## config.mk

```make
export PLATFORM = sky130hd
export DESIGN_NAME = calculadora_secuencial_flat
export DESIGN_NICKNAME = d
export VERILOG_FILES = /design/src/rtl/calculadora_secuencial_if.sv /design/src/rtl/calculadora_secuencial.sv /design/src/flat_wrapper.sv
export SDC_FILE = /design/constraint.sdc
export NUM_CORES = 1
export LEC_CHECK = 0
export CAP_MARGIN = 20
export CORE_MARGIN = 2
export CORE_UTILIZATION = 40
export DETAILED_ROUTE_END_ITERATION = 8
export PLACE_DENSITY_LB_ADDON = 0.08
export SLEW_MARGIN = 10
export SYNTH_ARGS = -nofsm -noshare
export SYNTH_HDL_FRONTEND = slang
export SYNTH_SLANG_ARGS = --single-unit
```

## constraint.sdc

```tcl
create_clock -name CLK_100MHz -period 3.7 [get_ports CLK_100MHz]
set_clock_uncertainty 0.2 [all_clocks]
set_input_delay 0.555 -clock CLK_100MHz [delete_from_list [all_inputs] [get_ports CLK_100MHz]]
set_output_delay 0.555 -clock CLK_100MHz [all_outputs]
set_load 0.02 [all_outputs]
```

## src/rtl/calculadora_secuencial_if.sv

```systemverilog
// Operand/result bus of the sequential calculator.
// The master drives the operands and the start request; the slave returns
// the handshake, the registered result and the status flags.
interface calculadora_secuencial_if #(
  parameter int WIDTH = 5
) ();
  logic [WIDTH-1:0]   a;
  logic [WIDTH-1:0]   b;
  logic [2:0]         sel;
  logic               start;
  logic               busy;
  logic               done;
  logic [2*WIDTH-1:0] result;
  logic [2:0]         cmp;
  logic               zero;
  logic               neg;
  logic               err;

  modport master (
    output a, b, sel, start,
    input  busy, done, result, cmp, zero, neg, err
  );

  modport slave (
    input  a, b, sel, start,
    output busy, done, result, cmp, zero, neg, err
  );
endinterface

```

## src/rtl/calculadora_secuencial.sv

```systemverilog
// Registered calculator: one-cycle ALU ops plus sequential shift-add multiply
// and restoring divide behind a start/busy/done handshake. A free-running
// scanner shows the registered result in hex on a multiplexed 7-seg display.
module calculadora_secuencial #(
  parameter int WIDTH       = 5,
  parameter int DIGITS      = 3,
  parameter int REFRESH_DIV = 200000
) (
  input  logic                   CLK_100MHz,
  input  logic                   RST_n,
  calculadora_secuencial_if.slave bus,
  output logic [6:0]             SevenSegment,
  output logic [DIGITS-1:0]      SevenSegmentEnable
);

  localparam int RW = 2 * WIDTH;
  localparam int CW = $clog2(WIDTH + 1);
  localparam int DW = (REFRESH_DIV > 1) ? $clog2(REFRESH_DIV) : 1;
  localparam int IW = (DIGITS > 1) ? $clog2(DIGITS) : 1;
  localparam int PW = (4 * DIGITS > RW) ? 4 * DIGITS : RW;

  localparam logic [1:0] ST_IDLE = 2'd0;
  localparam logic [1:0] ST_CALC = 2'd1;
  localparam logic [1:0] ST_RUN  = 2'd2;

  localparam logic [2:0] OP_ADD  = 3'b000;
  localparam logic [2:0] OP_SUB  = 3'b001;
  localparam logic [2:0] OP_MUL  = 3'b010;
  localparam logic [2:0] OP_NEGA = 3'b011;
  localparam logic [2:0] OP_NEGB = 3'b100;
  localparam logic [2:0] OP_CAT  = 3'b101;
  localparam logic [2:0] OP_CMP  = 3'b110;
  localparam logic [2:0] OP_DIV  = 3'b111;

  // Sign-extend a WIDTH+1 bit two's complement value to the result width.
  function automatic logic [RW-1:0] sext(input logic [WIDTH:0] v);
    return {{(WIDTH-1){v[WIDTH]}}, v};
  endfunction

  // Hex nibble to active-low segments {g,f,e,d,c,b,a}.
  function automatic logic [6:0] hex7(input logic [3:0] n);
    logic [6:0] s;
    case (n)
      4'h0: s = 7'h40;
      4'h1: s = 7'h79;
      4'h2: s = 7'h24;
      4'h3: s = 7'h30;
      4'h4: s = 7'h19;
      4'h5: s = 7'h12;
      4'h6: s = 7'h02;
      4'h7: s = 7'h78;
      4'h8: s = 7'h00;
      4'h9: s = 7'h10;
      4'hA: s = 7'h08;
      4'hB: s = 7'h03;
      4'hC: s = 7'h46;
      4'hD: s = 7'h21;
      4'hE: s = 7'h06;
      4'hF: s = 7'h0E;
      default: s = 7'h7F;
    endcase
    return s;
  endfunction

  logic [1:0]       state_q, state_d;
  logic [WIDTH-1:0] a_q, a_d, b_q, b_d;
  logic [2:0]       sel_q, sel_d;
  logic [CW-1:0]    cnt_q, cnt_d;
  logic [RW-1:0]    acc_q, acc_d, mcand_q, mcand_d;
  logic [WIDTH-1:0] mplier_q, mplier_d;
  logic [WIDTH-1:0] rem_q, rem_d, quo_q, quo_d;
  logic             busy_q, busy_d, done_q, done_d;
  logic [RW-1:0]    result_q, result_d;
  logic [2:0]       cmp_q, cmp_d;
  logic             zero_q, zero_d, neg_q, neg_d, err_q, err_d;

  logic [DW-1:0]     div_q, div_d;
  logic [IW-1:0]     idx_q, idx_d;
  logic [6:0]        seg_q, seg_d;
  logic [DIGITS-1:0] en_q, en_d;

  logic [WIDTH:0]   sum_s, diff_s, nega_s, negb_s, rem_sh_s;
  logic [2:0]       cmp_val_s;
  logic [RW-1:0]    fin_res_s;
  logic             fin_neg_s, fin_err_s;
  logic [2:0]       fin_cmp_s;
  logic [PW-1:0]    pad_s;
  logic [3:0]       nib_s;

  assign sum_s     = {1'b0, a_q} + {1'b0, b_q};
  assign diff_s    = {1'b0, a_q} - {1'b0, b_q};
  assign nega_s    = {(WIDTH+1){1'b0}} - {1'b0, a_q};
  assign negb_s    = {(WIDTH+1){1'b0}} - {1'b0, b_q};
  assign cmp_val_s = {a_q > b_q, a_q == b_q, a_q < b_q};
  // Partial remainder shifted left with the next dividend bit brought in.
  assign rem_sh_s  = {rem_q, quo_q[WIDTH-1]};

  // Final result and flags of the latched operation, valid on its completion cycle.
  always_comb begin
    fin_res_s = {RW{1'b0}};
    fin_neg_s = 1'b0;
    fin_err_s = 1'b0;
    fin_cmp_s = cmp_q;
    case (sel_q)
      OP_ADD:  fin_res_s = {{(WIDTH-1){1'b0}}, sum_s};
      OP_SUB: begin
        fin_res_s = sext(diff_s);
        fin_neg_s = (a_q < b_q);
      end
      OP_MUL:  fin_res_s = acc_q;
      OP_NEGA: begin
        fin_res_s = sext(nega_s);
        fin_neg_s = (a_q != {WIDTH{1'b0}});
      end
      OP_NEGB: begin
        fin_res_s = sext(negb_s);
        fin_neg_s = (b_q != {WIDTH{1'b0}});
      end
      OP_CAT:  fin_res_s = {a_q, b_q};
      OP_CMP: begin
        fin_cmp_s = cmp_val_s;
        fin_res_s = {{(RW-3){1'b0}}, cmp_val_s};
      end
      OP_DIV: begin
        if (b_q == {WIDTH{1'b0}}) begin
          fin_res_s = {RW{1'b1}};
          fin_err_s = 1'b1;
        end else begin
          fin_res_s = {rem_q, quo_q};
        end
      end
      default: fin_res_s = {RW{1'b0}};
    endcase
  end

  // Handshake FSM plus multiply/divide iteration; divide by zero still runs all iterations.
  always_comb begin
    state_d  = state_q;
    a_d      = a_q;
    b_d      = b_q;
    sel_d    = sel_q;
    cnt_d    = cnt_q;
    acc_d    = acc_q;
    mcand_d  = mcand_q;
    mplier_d = mplier_q;
    rem_d    = rem_q;
    quo_d    = quo_q;
    busy_d   = busy_q;
    done_d   = 1'b0;
    result_d = result_q;
    cmp_d    = cmp_q;
    zero_d   = zero_q;
    neg_d    = neg_q;
    err_d    = err_q;
    case (state_q)
      ST_IDLE: begin
        if (bus.start) begin
          a_d      = bus.a;
          b_d      = bus.b;
          sel_d    = bus.sel;
          busy_d   = 1'b1;
          cnt_d    = {CW{1'b0}};
          acc_d    = {RW{1'b0}};
          mcand_d  = {{WIDTH{1'b0}}, bus.a};
          mplier_d = bus.b;
          rem_d    = {WIDTH{1'b0}};
          quo_d    = bus.a;
          if ((bus.sel == OP_MUL) || (bus.sel == OP_DIV)) begin
            state_d = ST_RUN;
          end else begin
            state_d = ST_CALC;
          end
        end else begin
          state_d = ST_IDLE;
        end
      end
      ST_CALC: begin
        result_d = fin_res_s;
        zero_d   = (fin_res_s == {RW{1'b0}});
        neg_d    = fin_neg_s;
        err_d    = fin_err_s;
        cmp_d    = fin_cmp_s;
        done_d   = 1'b1;
        busy_d   = 1'b0;
        state_d  = ST_IDLE;
      end
      ST_RUN: begin
        if (cnt_q != CW'(WIDTH)) begin
          cnt_d = cnt_q + CW'(1'b1);
          if (mplier_q[0]) begin
            acc_d = acc_q + mcand_q;
          end else begin
            acc_d = acc_q;
          end
          mcand_d  = mcand_q << 1;
          mplier_d = mplier_q >> 1;
          if (rem_sh_s >= {1'b0, b_q}) begin
            rem_d = rem_sh_s[WIDTH-1:0] - b_q;
            quo_d = {quo_q[WIDTH-2:0], 1'b1};
          end else begin
            rem_d = rem_sh_s[WIDTH-1:0];
            quo_d = {quo_q[WIDTH-2:0], 1'b0};
          end
        end else begin
          result_d = fin_res_s;
          zero_d   = (fin_res_s == {RW{1'b0}});
          neg_d    = fin_neg_s;
          err_d    = fin_err_s;
          cmp_d    = fin_cmp_s;
          done_d   = 1'b1;
          busy_d   = 1'b0;
          state_d  = ST_IDLE;
        end
      end
      default: begin
        busy_d  = 1'b0;
        state_d = ST_IDLE;
      end
    endcase
  end

  // Calculator state, datapath and status registers.
  always_ff @(posedge CLK_100MHz or negedge RST_n) begin
    if (!RST_n) begin
      state_q  <= ST_IDLE;
      a_q      <= {WIDTH{1'b0}};
      b_q      <= {WIDTH{1'b0}};
      sel_q    <= 3'b000;
      cnt_q    <= {CW{1'b0}};
      acc_q    <= {RW{1'b0}};
      mcand_q  <= {RW{1'b0}};
      mplier_q <= {WIDTH{1'b0}};
      rem_q    <= {WIDTH{1'b0}};
      quo_q    <= {WIDTH{1'b0}};
      busy_q   <= 1'b0;
      done_q   <= 1'b0;
      result_q <= {RW{1'b0}};
      cmp_q    <= 3'b000;
      zero_q   <= 1'b0;
      neg_q    <= 1'b0;
      err_q    <= 1'b0;
    end else begin
      state_q  <= state_d;
      a_q      <= a_d;
      b_q      <= b_d;
      sel_q    <= sel_d;
      cnt_q    <= cnt_d;
      acc_q    <= acc_d;
      mcand_q  <= mcand_d;
      mplier_q <= mplier_d;
      rem_q    <= rem_d;
      quo_q    <= quo_d;
      busy_q   <= busy_d;
      done_q   <= done_d;
      result_q <= result_d;
      cmp_q    <= cmp_d;
      zero_q   <= zero_d;
      neg_q    <= neg_d;
      err_q    <= err_d;
    end
  end

  // Refresh divider, digit index and the nibble of the result for the next digit.
  always_comb begin
    pad_s = {PW{1'b0}};
    pad_s[RW-1:0] = result_q;
    if (div_q == DW'(REFRESH_DIV - 1)) begin
      div_d = {DW{1'b0}};
      if (idx_q == IW'(DIGITS - 1)) begin
        idx_d = {IW{1'b0}};
      end else begin
        idx_d = idx_q + IW'(1'b1);
      end
    end else begin
      div_d = div_q + DW'(1'b1);
      idx_d = idx_q;
    end
    nib_s = pad_s[{idx_d, 2'b00} +: 4];
    seg_d = hex7(nib_s);
    en_d  = ~(DIGITS'(1'b1) << idx_d);
  end

  // Display scan registers; enable and segments move together.
  always_ff @(posedge CLK_100MHz or negedge RST_n) begin
    if (!RST_n) begin
      div_q <= {DW{1'b0}};
      idx_q <= {IW{1'b0}};
      seg_q <= 7'h40;
      en_q  <= ~DIGITS'(1'b1);
    end else begin
      div_q <= div_d;
      idx_q <= idx_d;
      seg_q <= seg_d;
      en_q  <= en_d;
    end
  end

  assign bus.busy           = busy_q;
  assign bus.done           = done_q;
  assign bus.result         = result_q;
  assign bus.cmp            = cmp_q;
  assign bus.zero           = zero_q;
  assign bus.neg            = neg_q;
  assign bus.err            = err_q;
  assign SevenSegment       = seg_q;
  assign SevenSegmentEnable = en_q;

endmodule
```

## src/flat_wrapper.sv

```systemverilog
// flat-port wrapper written by rule: the top's interface ports become plain ports
module calculadora_secuencial_flat 
#(
  parameter int WIDTH       = 5,
  parameter int DIGITS      = 3,
  parameter int REFRESH_DIV = 200000
)
  (CLK_100MHz, RST_n, SevenSegment, SevenSegmentEnable, bus_a, bus_b, bus_sel, bus_start, bus_busy, bus_done, bus_result, bus_cmp, bus_zero, bus_neg, bus_err);
  calculadora_secuencial_if #(.WIDTH(WIDTH)) bus_i ();
  input  logic CLK_100MHz;
  input  logic RST_n;
  output logic [6:0] SevenSegment;
  output logic [DIGITS-1:0] SevenSegmentEnable;
  input wire logic [$bits(bus_i.a)-1:0] bus_a;
  input wire logic [$bits(bus_i.b)-1:0] bus_b;
  input wire logic [$bits(bus_i.sel)-1:0] bus_sel;
  input wire logic [$bits(bus_i.start)-1:0] bus_start;
  output wire logic [$bits(bus_i.busy)-1:0] bus_busy;
  output wire logic [$bits(bus_i.done)-1:0] bus_done;
  output wire logic [$bits(bus_i.result)-1:0] bus_result;
  output wire logic [$bits(bus_i.cmp)-1:0] bus_cmp;
  output wire logic [$bits(bus_i.zero)-1:0] bus_zero;
  output wire logic [$bits(bus_i.neg)-1:0] bus_neg;
  output wire logic [$bits(bus_i.err)-1:0] bus_err;
  assign bus_i.a = bus_a;
  assign bus_i.b = bus_b;
  assign bus_i.sel = bus_sel;
  assign bus_i.start = bus_start;
  assign bus_busy = bus_i.busy;
  assign bus_done = bus_i.done;
  assign bus_result = bus_i.result;
  assign bus_cmp = bus_i.cmp;
  assign bus_zero = bus_i.zero;
  assign bus_neg = bus_i.neg;
  assign bus_err = bus_i.err;
  calculadora_secuencial #(.WIDTH(WIDTH), .DIGITS(DIGITS), .REFRESH_DIV(REFRESH_DIV)) u_core (.CLK_100MHz(CLK_100MHz), .RST_n(RST_n), .bus(bus_i), .SevenSegment(SevenSegment), .SevenSegmentEnable(SevenSegmentEnable));
endmodule
```

---- After elaboration in Yosys (flattened, before gate mapping) ----
Memories as Yosys holds them, arrays and structs flattened. A register that Yosys moved wholly into a read port is not among the register bits.
Cells that the tools add are included.
word-level totals
  memories ................................ 1
  output and inout bits ................... 28
  memory bits (read-only) ................. 112
  logic and storage cells ................. 119
  register bits ........................... 94
memory list
  memory           depth  width  read ports  clocked after memory_dff  wr ports  line                          source
  (no name shown)  16     7      1           1                         0         calculadora_secuencial.sv:43  case (n)
operators by class
  bitwise gates (word level) .............. 1
  mux-type cells .......................... 49
  equality and inequality tests ........... 19
  $add $sub $neg .......................... 9
  shift operators ......................... 2
  reduce and logical (&&, ||, !) cells .... 15
  magnitude comparators ................... 3
operators with widths
  cell                   number
  $pmux 10 s8            1
  $mux 10                7
  $pmux 10 s2            3
  $mux 5                 7
  $pmux 5 s2             3
  $add 18x1->18 const B  1
  $eq 18x18->1 const B   1
  $mux 18                1
  $eq 3x3->1 const B     5
  $mux 3                 4
  $pmux 3 s2             2
  $shiftx 12x5->4        1
  $sub 1x5->6 const A    2
  $add 10x10->10         1
  $logic_not 10->1       1
  $mux 2                 5
  $pmux 1 s2             5
  $reduce_bool 5->1      2
  $eq 3x2->1 const B     3
  $mux 1                 9
  $add 5x5->6            1
  $ge 6x5->1             1
  $reduce_and 2->1       3
  $sub 5x5->6            1
  other kinds (24)       28

---- Longest topological paths before layout ----
Gate-level depths: netlist of the first run.
  depth after elaboration ................. 6
  depth in mapped cells ................... 12
  depth with buffers taken out ............ 11

---- Worst setup path after synthesis of the first run ----
OpenSTA, ideal clock, no wires.
  path kind ............................... reg-to-reg
  start ................................... reg u_core.b_q[1]
  end ..................................... reg u_core.zero_q (netlist: u_core.bus.zero)
  cell stages (with the launch flop) ...... 10
  path buffers ............................ 0
  arrival time ............................ 2370 ps
  setup slack ............................. 1062 ps
  data required time ...................... 3432 ps
  cell sequence ........................... dfrtp_1 -> inv_1 -> ha_1 -> and3_1 -> ha_1 -> or2_2 -> mux4_2 -> mux2i_1 -> and2_1 -> a32o_1
on the way
  word-level cells in the longest chain between the ends .. 6
  elaborated cells on any way between the ends .. 12
  those cells by class .................... add/sub (3); order compare (2); eq/ne (1); mux (4); reduce/logical (2)
ends and longest elaborated chain
  item                                                 line                                                          source
  start, declared                                      calculadora_secuencial.sv:66                                  logic [WIDTH-1:0] a_q, a_d, b_q, b_d;
  start signal, assigned                               calculadora_secuencial.sv:227                                 b_q <= {WIDTH{1'b0}};
  branches (longest 2 deep; another with $sub 1x5->6)  -
  $pmux 10 s8 *                                        calculadora_secuencial.sv:104                                 case (sel_q)
  $logic_not 10->1 *                                   calculadora_secuencial.sv:179, calculadora_secuencial.sv:206
  $mux 1                                               calculadora_secuencial.sv:188                                 if (cnt_q != CW'(WIDTH)) begin
  $pmux 1 s2 *                                         calculadora_secuencial.sv:155                                 case (state_q)
  end signal, assigned                                 calculadora_secuencial.sv:257                                 zero_q <= zero_d;
  end, declared                                        calculadora_secuencial.sv:75                                  logic zero_q, zero_d, neg_q, neg_d, err_q, err_d;
Mark *: on every way between the ends. The select of a mux whose other input is x is not followed.
A chain may end at the register's enable or synchronous reset.

---- Final worst setup path of the first run ----
  start ................................... reg u_core.div_q[0]
  end ..................................... reg u_core.seg_q[3] (netlist: u_core.SevenSegment[3])
on the way
  word-level cells in the longest chain between the ends .. 3
ends and longest elaborated chain
  item                    line                           source
  start, declared         calculadora_secuencial.sv:77   logic [DW-1:0] div_q, div_d;
  start signal, assigned  calculadora_secuencial.sv:286  div_q <= {DW{1'b0}};
  start signal, assigned  calculadora_secuencial.sv:291  div_q <= div_d;
  $eq 18x18->1            calculadora_secuencial.sv:267  if (div_q == DW'(REFRESH_DIV - 1)) begin
  $mux 2                  calculadora_secuencial.sv:267
  $shiftx 12x5->4         calculadora_secuencial.sv:278  nib_s = pad_s[{idx_d, 2'b00} +: 4];
  end, declared           calculadora_secuencial.sv:79   logic [6:0] seg_q, seg_d;
No other way between the ends.

==> flow_summary.ini, run 1 <==
[run_status]
status = finished clean

[grt]
grt.total_usage = 0.198
first_global_vias = 4762
grt_pass1_wl_um = 25200
antenna_found_initial = 0
grt_max_degree = 56
grt-ovfl-total = 0

[pwr]
ir_drop_v = 0.000306
comb_power_share = 0.392
intPower_mw = 2.55
p_per_area_nw_per_um2 = 597
p_leak_nw = 3.16
p_sw_mw = 1.59
power_switching_share = 0.384
seqPwrFrac = 0.371
power_mw = 4.13
clkPwrFrac = 0.237

[sta]
slew_headroom = 0.400
rsz0062_at_grt = no
finalMaxSlewViolations = 0
setup_viol = 0
finalHoldViolCount = 0
worst_pin_slew_ps = 896
fin_crit_ps = 3140
finalSetupTns_ps = 0
finalCritPeriodShare = 0.850
fmax_ghz = 0.318

[setup_path]
worstSetupPathType = reg2reg
slowest_stage = nor2_2
cp_max_fo = 12
max_stage_delay_ps = 470
path_cells = ha_1 > and4_1 > nand4_2 > nor2_2 > mux2i_1 > o2111ai_2 > inv_1 > ha_1 > nand2_1 > o21ai_0 > mux2i_1
cp.arrival_ps = 3220
critPathRequiredTime_ps = 3780
endpoint_kind = flip-flop
worstSetupStartpointType = flip-flop

[synthesis]
ys_warn_count = 0
netlist_instances = 628
ys_types = 64
postSynth.asyncResetShare = 1.00
synth-main-ff-cell = dfrtp_1
syn-cell-area_um2 = 5980
synth-seq-cells = 101
avgSynthCellArea_um2 = 9.53
syn_nets = 688
synth_edf_count = 0
ys_seq_area_frac = 0.423

[floorplan]
die_h_um = 126
row_count = 44
coreArea_um2 = 14600
start_util = 0.410
die-area_um2 = 16000
die_x_um = 126
pin_count = 44

[route]
finalWirelength_um = 14900
wire_per_inst_um = 17.4
ant_nets = 0
via_per_inst = 5.48
first_pass_iters = 4
route.detailed.drc = 0
vias = 4702
first_iter_violations = 316

[clock_tree]
clockBufferDepth = 2
cts_buffers = 9
cts_tree = done
cts-root-buf = clkbuf_16
htree_levels = 3
ctsHoldBuffers = 0
cts_sinks = 101
clk_pin_slew_ps = 70
cts.repair.resized = 0
post_cts_buffers = 0
clkLatencyLatePin_ps = 350

[cells_and_area]
antenna_cells = 0
fillCellCount = 1394
multi_input_area_um2 = 3240
drive_above_1_share = 0.0831
seqCellArea_um2 = 2530
layout-area-overhead-vs-synth_pct = 15.7
layout.nets = 729

[worst_hold_path]
worstHoldPathType = in2async

[place]
hpwl_um = 11300
gp_congestion = 0.927
port_buffers = 43

[flow_run]
drv_cap = 0
cell families after synthesis:
family	share of synthesized area
AO/OA/AOI/OAI	0.175
flip-flops	0.423
XOR/XNOR	0.0498
adder cells (fa/ha/maj)	0.0970
AND/OR/NAND/NOR	0.166
buffers and inverters	0.0351
multiplexers	0.0539
final timing paths:
check                           startpoint                     end  slack (ps)  cells past startpoint
setup reg to reg           u_core.div_q[0]  u_core.SevenSegment[3]         560                     11
hold / removal                       RST_n        u_core.div_q[11]          10                      1
max in group asynchronous            RST_n         u_core.acc_q[0]        2580                      2
hold reg to reg             u_core.bus.err          u_core.bus.err         270                      2
min in group CLK_100MHz     u_core.bus.err          u_core.bus.err         270                      2
setup / recovery           u_core.div_q[0]  u_core.SevenSegment[3]         560                     11
power by group through the flow:
stage	Sequential (mW)	Combinational (mW)	Clock [mW]
6_report	1.53	1.62	0.979
5_1_grt	1.57	1.80	1.06
4_1_cts	1.53	1.62	1.01
3_5_place_dp	1.56	1.61	0
3_3_place_gp	1.56	1.59	0
2_1_floorplan	1.59	0.975	0
synthesized netlist by cell type, types with 7 or more instances:
cell | number | area (um2)
a22o_1 | 9 | 78.8
buf_2 | 9 | 45.0
mux2_2 | 14 | 158
nor2b_1 | 10 | 62.6
mux2i_1 | 12 | 120
nor2_1 | 40 | 150
a21oi_1 | 27 | 135
dfrtp_1 | 98 | 2450
inv_1 | 30 | 113
ha_1 | 40 | 500
xnor2_1 | 15 | 131
clkbuf_1 | 8 | 30.0
nand3_1 | 16 | 80.1
nand2_1 | 100 | 375
and3_1 | 7 | 43.8
a22oi_1 | 8 | 60.1
a21o_1 | 9 | 67.6
o21ai_0 | 44 | 220
xor2_1 | 19 | 166
o22ai_1 | 7 | 43.8
cell type report:
type                       count  share of cell area
multi-input combinational    475               0.468
tap                          184              0.0332
clock buffer                   9              0.0325
clock inverter                 7              0.0116
timing repair buffer          51              0.0723
inverter                      31              0.0168
sequential                   101               0.365
routing by layer:
layer	routed length, um	track usage
met5	0	0
met4	181	0.0427
met3	570	0.0468
met2	7060	0.328
met1	7090	0.267
critical path: cells and delay by family, from the launching register on:
family | cells | cell delay (ps)
fa+ha+maj | 2 | 540
mux | 2 | 310
flops | 1 | 390
buf+inv | 1 | 140
simple gates | 4 | 1060
compound gates | 2 | 430
sequential cells by signal (all words and copies together) (netlist names):
signal and count:
u_core.div_q 18, u_core.SevenSegmentEnable 3, u_core.state_q 2, u_core.quo_q 5, u_core.rem_q 5, u_core.a_q 5
u_core.idx_q 2, u_core.bus.busy 1, u_core.acc_q 10, u_core.bus.done 1, u_core.sel_q 3, u_core.b_q 5
u_core.SevenSegment 7, u_core.mcand_q 10, u_core.bus.result 10, u_core.bus.neg 1, u_core.bus.err 1, u_core.bus.cmp 3
u_core.cnt_q 3, u_core.bus.zero 1, u_core.mplier_q 5
per-stage QoR:
| step | area, um2 | instances | setup slack [ps] | hold WS (ps) | utilization |
|---|---|---|---|---|---|
| floorplan | 5980 | 628 | 1060 | 59.4 | - |
| global placement | 6620 | 842 | 605 | 256 | 0.454 |
| detailed placement | 6620 | 842 | 577 | 265 | 0.454 |
| CTS | 6930 | 858 | 554 | 38.8 | 0.475 |
| global route | 6930 | 858 | 257 | 61.4 | 0.475 |
| finish | 6930 | 858 | 556 | 13.4 | 0.475 |
cell usage in the layout (no fill, tap or decap), types with 14 or more instances in the layout:
| cell | count |
|---|---|
| a21oi_1 | 27 |
| clkdlybuf4s50_1 | 42 |
| dfrtp_1 | 98 |
| ha_1 | 40 |
| inv_1 | 30 |
| mux2_2 | 14 |
| nand2_1 | 100 |
| nand3_1 | 16 |
| nor2_1 | 40 |
| o21ai_0 | 44 |
| xnor2_1 | 15 |
| xor2_1 | 19 |
No activity file was read; power rests on OpenSTA's default activity.
==> run 2, diff against run 1 <==
==> constraint.sdc (replaced) <==
create_clock -name CLK_100MHz -period 2.65 [get_ports CLK_100MHz]
set_clock_uncertainty 0.2 [all_clocks]
set_input_delay 0.3975 -clock CLK_100MHz [delete_from_list [all_inputs] [get_ports CLK_100MHz]]
set_output_delay 0.3975 -clock CLK_100MHz [all_outputs]
set_load 0.02 [all_outputs]
==> flow_summary.ini, run 2 (synthesized netlist as in run 1, its figures left out) <==
[route]
vias = 4895
finalWirelength_um = 15700
via_per_inst = 5.43
first_pass_iters = 4
route.detailed.drc = 0
wire_per_inst_um = 17.4
first_iter_violations = 218
ant_nets = 0

[grt]
grt.total_usage = 0.203
antenna_found_initial = 0
grt_max_degree = 54
first_global_vias = 4798
grt_pass1_wl_um = 25600
grt-ovfl-total = 0

[run_status]
status = finished clean

[place]
port_buffers = 43
gp_congestion = 0.958
hpwl_um = 12100
placed_cell_area_um2 = 6910

[setup_path]
critPathRequiredTime_ps = 2690
cp.arrival_ps = 2610
worstSetupStartpointType = flip-flop
r2r-start = u_core.b_q[0]
crit_start = u_core.b_q[0]
worstSetupPathType = reg2reg
cp_max_fo = 6
endpoint_kind = flip-flop

[worst_hold_path]
worstHoldPathType = reg2reg
worst_hold_startpoint = u_core.bus.err

[pwr]
p_leak_nw = 3.38
power_mw = 5.99
p_per_area_nw_per_um2 = 816
ir_drop_v = 0.000414

[floorplan]
row_count = 44
start_util = 0.410
die_h_um = 126
die-area_um2 = 16000
pin_count = 44
coreArea_um2 = 14600
die_x_um = 126

[cells_and_area]
largest_reg_flops = 18
drive_above_1_share = 0.152
layout.nets = 772
layout-area-overhead-vs-synth_pct = 22.6
antenna_cells = 0
top_register = u_core.div_q
final_cell_mix = 100 x nand2_1, 97 x dfrtp_1, 48 x buf_4, 43 x o21ai_0, 42 x clkdlybuf4s50_1
final_common_cell = nand2_1
fillCellCount = 1364
fin_area_um2 = 7340

[sta]
hold_ws_ps = 263
fin_crit_ps = 2560
finalMaxSlewViolations = 0
setup_viol = 0
slew_headroom = 0.382
finalHoldViolCount = 0
worst_pin_slew_ps = 923
finalSetupTns_ps = 0
finalCritPeriodShare = 0.966
fmax_ghz = 0.391
rsz0062_at_grt = yes

[clock_tree]
clk_pin_slew_ps = 70
clkLatencyLatePin_ps = 350
cts_buffers = 9
cts_tree = done
cts-root-buf = clkbuf_16
htree_levels = 3
cts_sinks = 101
clockBufferDepth = 2

[flow_run]
drv_cap = 0
## run 2: cell types whose count changed in the layout (fill, tap and decap cells not counted), sizes merged
| cell | previous run | this run |
|---|---|---|
| clkinvlp | 1 | 0 |
| inv | 33 | 34 |
| buf | 9 | 51 |
| clkinv | 3 | 2 |
| dlygate4sd3 | 0 | 1 |
| clkbuf | 9 | 10 |
## run 2: repair_timing
item,in CTS,in global routing
pin swaps,0,2
hold buffers,1,0
buffers inserted,0,2
hold endpoints to repair,21,0
resized for setup,2,19
endpoints found under the setup margin,2,9
cloned,0,1
## run 2: worst paths after layout
| check | cells after the start | slack (ps) | end |
|---|---|---|---|
| min in group asynchronous | 2 | 290 | u_core.div_q[12] |
| worst min-delay path | 2 | 260 | u_core.bus.err |
| worst max register to register | 12 | 90 | u_core.bus.zero |
| max in group asynchronous | 3 | 1260 | u_core.SevenSegmentEnable[2] |
| worst min register to register | 2 | 260 | u_core.bus.err |
| worst max-delay path | 12 | 90 | u_core.bus.zero |
## run 2: routing by layer
metal	GRT usage	wire length [um]
met1	0.278	7280
met2	0.324	7440
met3	0.0388	587
met4	0.0730	412
met5	0	0
## run 2: power breakdown
| group | internal, mW | switching, mW | total [mW] | leakage [nW] |
|---|---|---|---|---|
| Sequential | 1.81 | 0.262 | 2.07 | 1.29 |
| Combinational | 1.14 | 1.40 | 2.54 | 1.94 |
| Clock | 0.752 | 0.620 | 1.37 | 0.150 |
| Total | 3.71 | 2.28 | 5.99 | 3.38 |
## run 2: through the flow
stage               setup WS, ps   util  instances
finish                      89.5  0.503        901
global route               -71.9  0.503        901
CTS                        0.553  0.496        898
detailed placement         -9.47  0.474        881
global placement           -14.3  0.474        881
floorplan                   12.1      -        628
## run 2: worst max-delay path: stages (launching register included)
cell and delay, ps:
dfrtp_1 380, buf_4 160, ha_1 210, inv_1 70, fa_2 220, a21oi_2 70
o21a_1 190, buf_4 160, nor3_4 210, nor4_2 60, a21oi_1 190, nor2_1 70
a32o_1 250
## run 2: final cells by class
class	instances	area [um2]	area share
clock buffers	10	229	0.0312
clock inverters	6	76.3	0.0104
inverters	31	116	0.0159
multi-input cells	475	3330	0.453
flip-flops and latches	101	2530	0.345
well taps	184	230	0.0314
repair buffers	94	827	0.113
==> run 3, diff against run 2 <==
--- a/config.mk
+++ b/config.mk
@@ -10,6 +10,7 @@
 export CORE_UTILIZATION = 40
 export DETAILED_ROUTE_END_ITERATION = 8
 export PLACE_DENSITY_LB_ADDON = 0.08
+export SETUP_SLACK_MARGIN = 0.02
 export SLEW_MARGIN = 10
 export SYNTH_ARGS = -nofsm -noshare
 export SYNTH_HDL_FRONTEND = slang
==> flow_summary.ini, run 3 (synthesized netlist as in run 1, its figures left out) <==
[grt]
first_global_vias = 4853
met1_usage = 0.270
grt_busiest_layer = met2
grt_max_degree = 54
grt.total_usage = 0.200
grt_pass1_wl_um = 25400
met2_usage = 0.325
grt.met3_usage = 0.0405
grt-ovfl-total = 0
antenna_found_initial = 0

[floorplan]
coreArea_um2 = 14600
row_count = 44
die_h_um = 126
start_util = 0.410
pin_count = 44
die-area_um2 = 16000
die_x_um = 126

[route]
via_per_inst = 5.40
finalWirelength_um = 15400
first_pass_iters = 5
ant_nets = 0
wire_per_inst_um = 17.1
route.detailed.drc = 0
vias = 4879
first_iter_violations = 272

[setup_path]
cp_max_fo = 2
critPathRequiredTime_ps = 2690
crit_start = u_core.a_q[0]
worstSetupStartpointType = flip-flop
r2r_end = u_core.bus.zero
worstSetupPathType = reg2reg
reg2reg_slack_ps = 20
reg2regPathDepth = 12
r2r-start = u_core.a_q[0]
worstSetupEndpoint = u_core.bus.zero
cp.arrival_ps = 2660
endpoint_kind = flip-flop

[clock_tree]
clkLatencyLatePin_ps = 350
cts-root-buf = clkbuf_16
cts_buffers = 9
htree_levels = 3
clk_pin_slew_ps = 70
cts_tree = done
clockBufferDepth = 2
cts_sinks = 101

[cells_and_area]
largest_reg_flops = 18
instances_no_fill = 904
final_common_cell = nand2_1
fin_area_um2 = 7440
top_register = u_core.div_q
final_cell_mix = 99 x nand2_1, 96 x dfrtp_1, 51 x buf_4, 42 x o21ai_0, 42 x clkdlybuf4s50_1
layout-area-overhead-vs-synth_pct = 24.3
fillCellCount = 1334
drive_above_1_share = 0.175
antenna_cells = 0
layout.nets = 776

[flow_run]
drv_cap = 0

[run_status]
status = finished clean

[sta]
slew_headroom = 0.368
worst_pin_slew_ps = 943
fmax_ghz = 0.381
rsz0062_at_grt = yes
hold_ws_ps = 272
finalCritPeriodShare = 0.991
finalHoldViolCount = 0
finalMaxSlewViolations = 0
finalSetupTns_ps = 0
fin_crit_ps = 2630
setup_viol = 0

[pwr]
ir_drop_v = 0.000413
p_leak_nw = 3.40
p_per_area_nw_per_um2 = 822
power_mw = 6.12

[place]
gp_congestion = 0.953
dp.cells = 875
port_buffers = 43
placed_cell_area_um2 = 6870
hpwl_um = 11700

[worst_hold_path]
worstHoldPathType = reg2reg
-- run 3: worst max-delay path, cell delays in order (launching register included) --
cell	delay [ps]
dfrtp_1	390
inv_2	100
ha_4	140
inv_2	40
fa_2	400
a21oi_2	190
o21a_1	180
buf_4	120
nand2_2	70
a31oi_4	240
nor4_2	60
and2_1	150
a32o_1	240
-- run 3: final cells by class --
class | instances | area (um2) | area share
inverter | 31 | 116 | 0.0156
clock inverter | 6 | 63.8 | 0.00858
multi-input combinational | 475 | 3400 | 0.457
clock buffer | 9 | 225 | 0.0303
tap | 184 | 230 | 0.0310
timing repair buffer | 98 | 867 | 0.117
sequential | 101 | 2530 | 0.341
-- run 3: what timing repair did --
item                                    4_1_cts  5_1_grt
endpoints found under the setup margin        3       11
setup buffers                                 0       13
hold endpoints to repair                     45        0
hold buffers                                  1        0
pin swaps                                     0       17
cloned                                        0        0
resized for setup                             2       39
-- run 3: report_power, final --
| group | switching, mW | internal [mW] |
|---|---|---|
| clock network | 0.588 | 0.727 |
| registers | 0.283 | 1.81 |
| logic | 1.45 | 1.26 |
| total | 2.32 | 3.80 |
-- run 3: how the worst min path moves through the flow --
stage                          from                            to  cells past startpoint
finish               u_core.bus.err                u_core.bus.err                      2
floorplan                     RST_n  u_core.SevenSegmentEnable[0]                      0
global placement     u_core.bus.err                u_core.bus.err                      2
detailed placement   u_core.bus.err                u_core.bus.err                      2
global route        u_core.div_q[4]               u_core.div_q[4]                      1
CTS                  u_core.bus.err                u_core.bus.err                      2
-- run 3: through the flow --
stage / setup slack [ps] / utilization
2_1_floorplan: 62.0 / -
3_3_place_gp: -10.9 / 0.471
3_5_place_dp: 18.7 / 0.471
4_1_cts: 20.1 / 0.492
5_1_grt: -80.0 / 0.510
6_report: 23.4 / 0.510
-- run 3: metal layers --
metal | share of wire | wire length (um)
met5 | 0 | 0
met4 | 0.019 | 295
met3 | 0.041 | 627
met2 | 0.48 | 7370
met1 | 0.46 | 7130
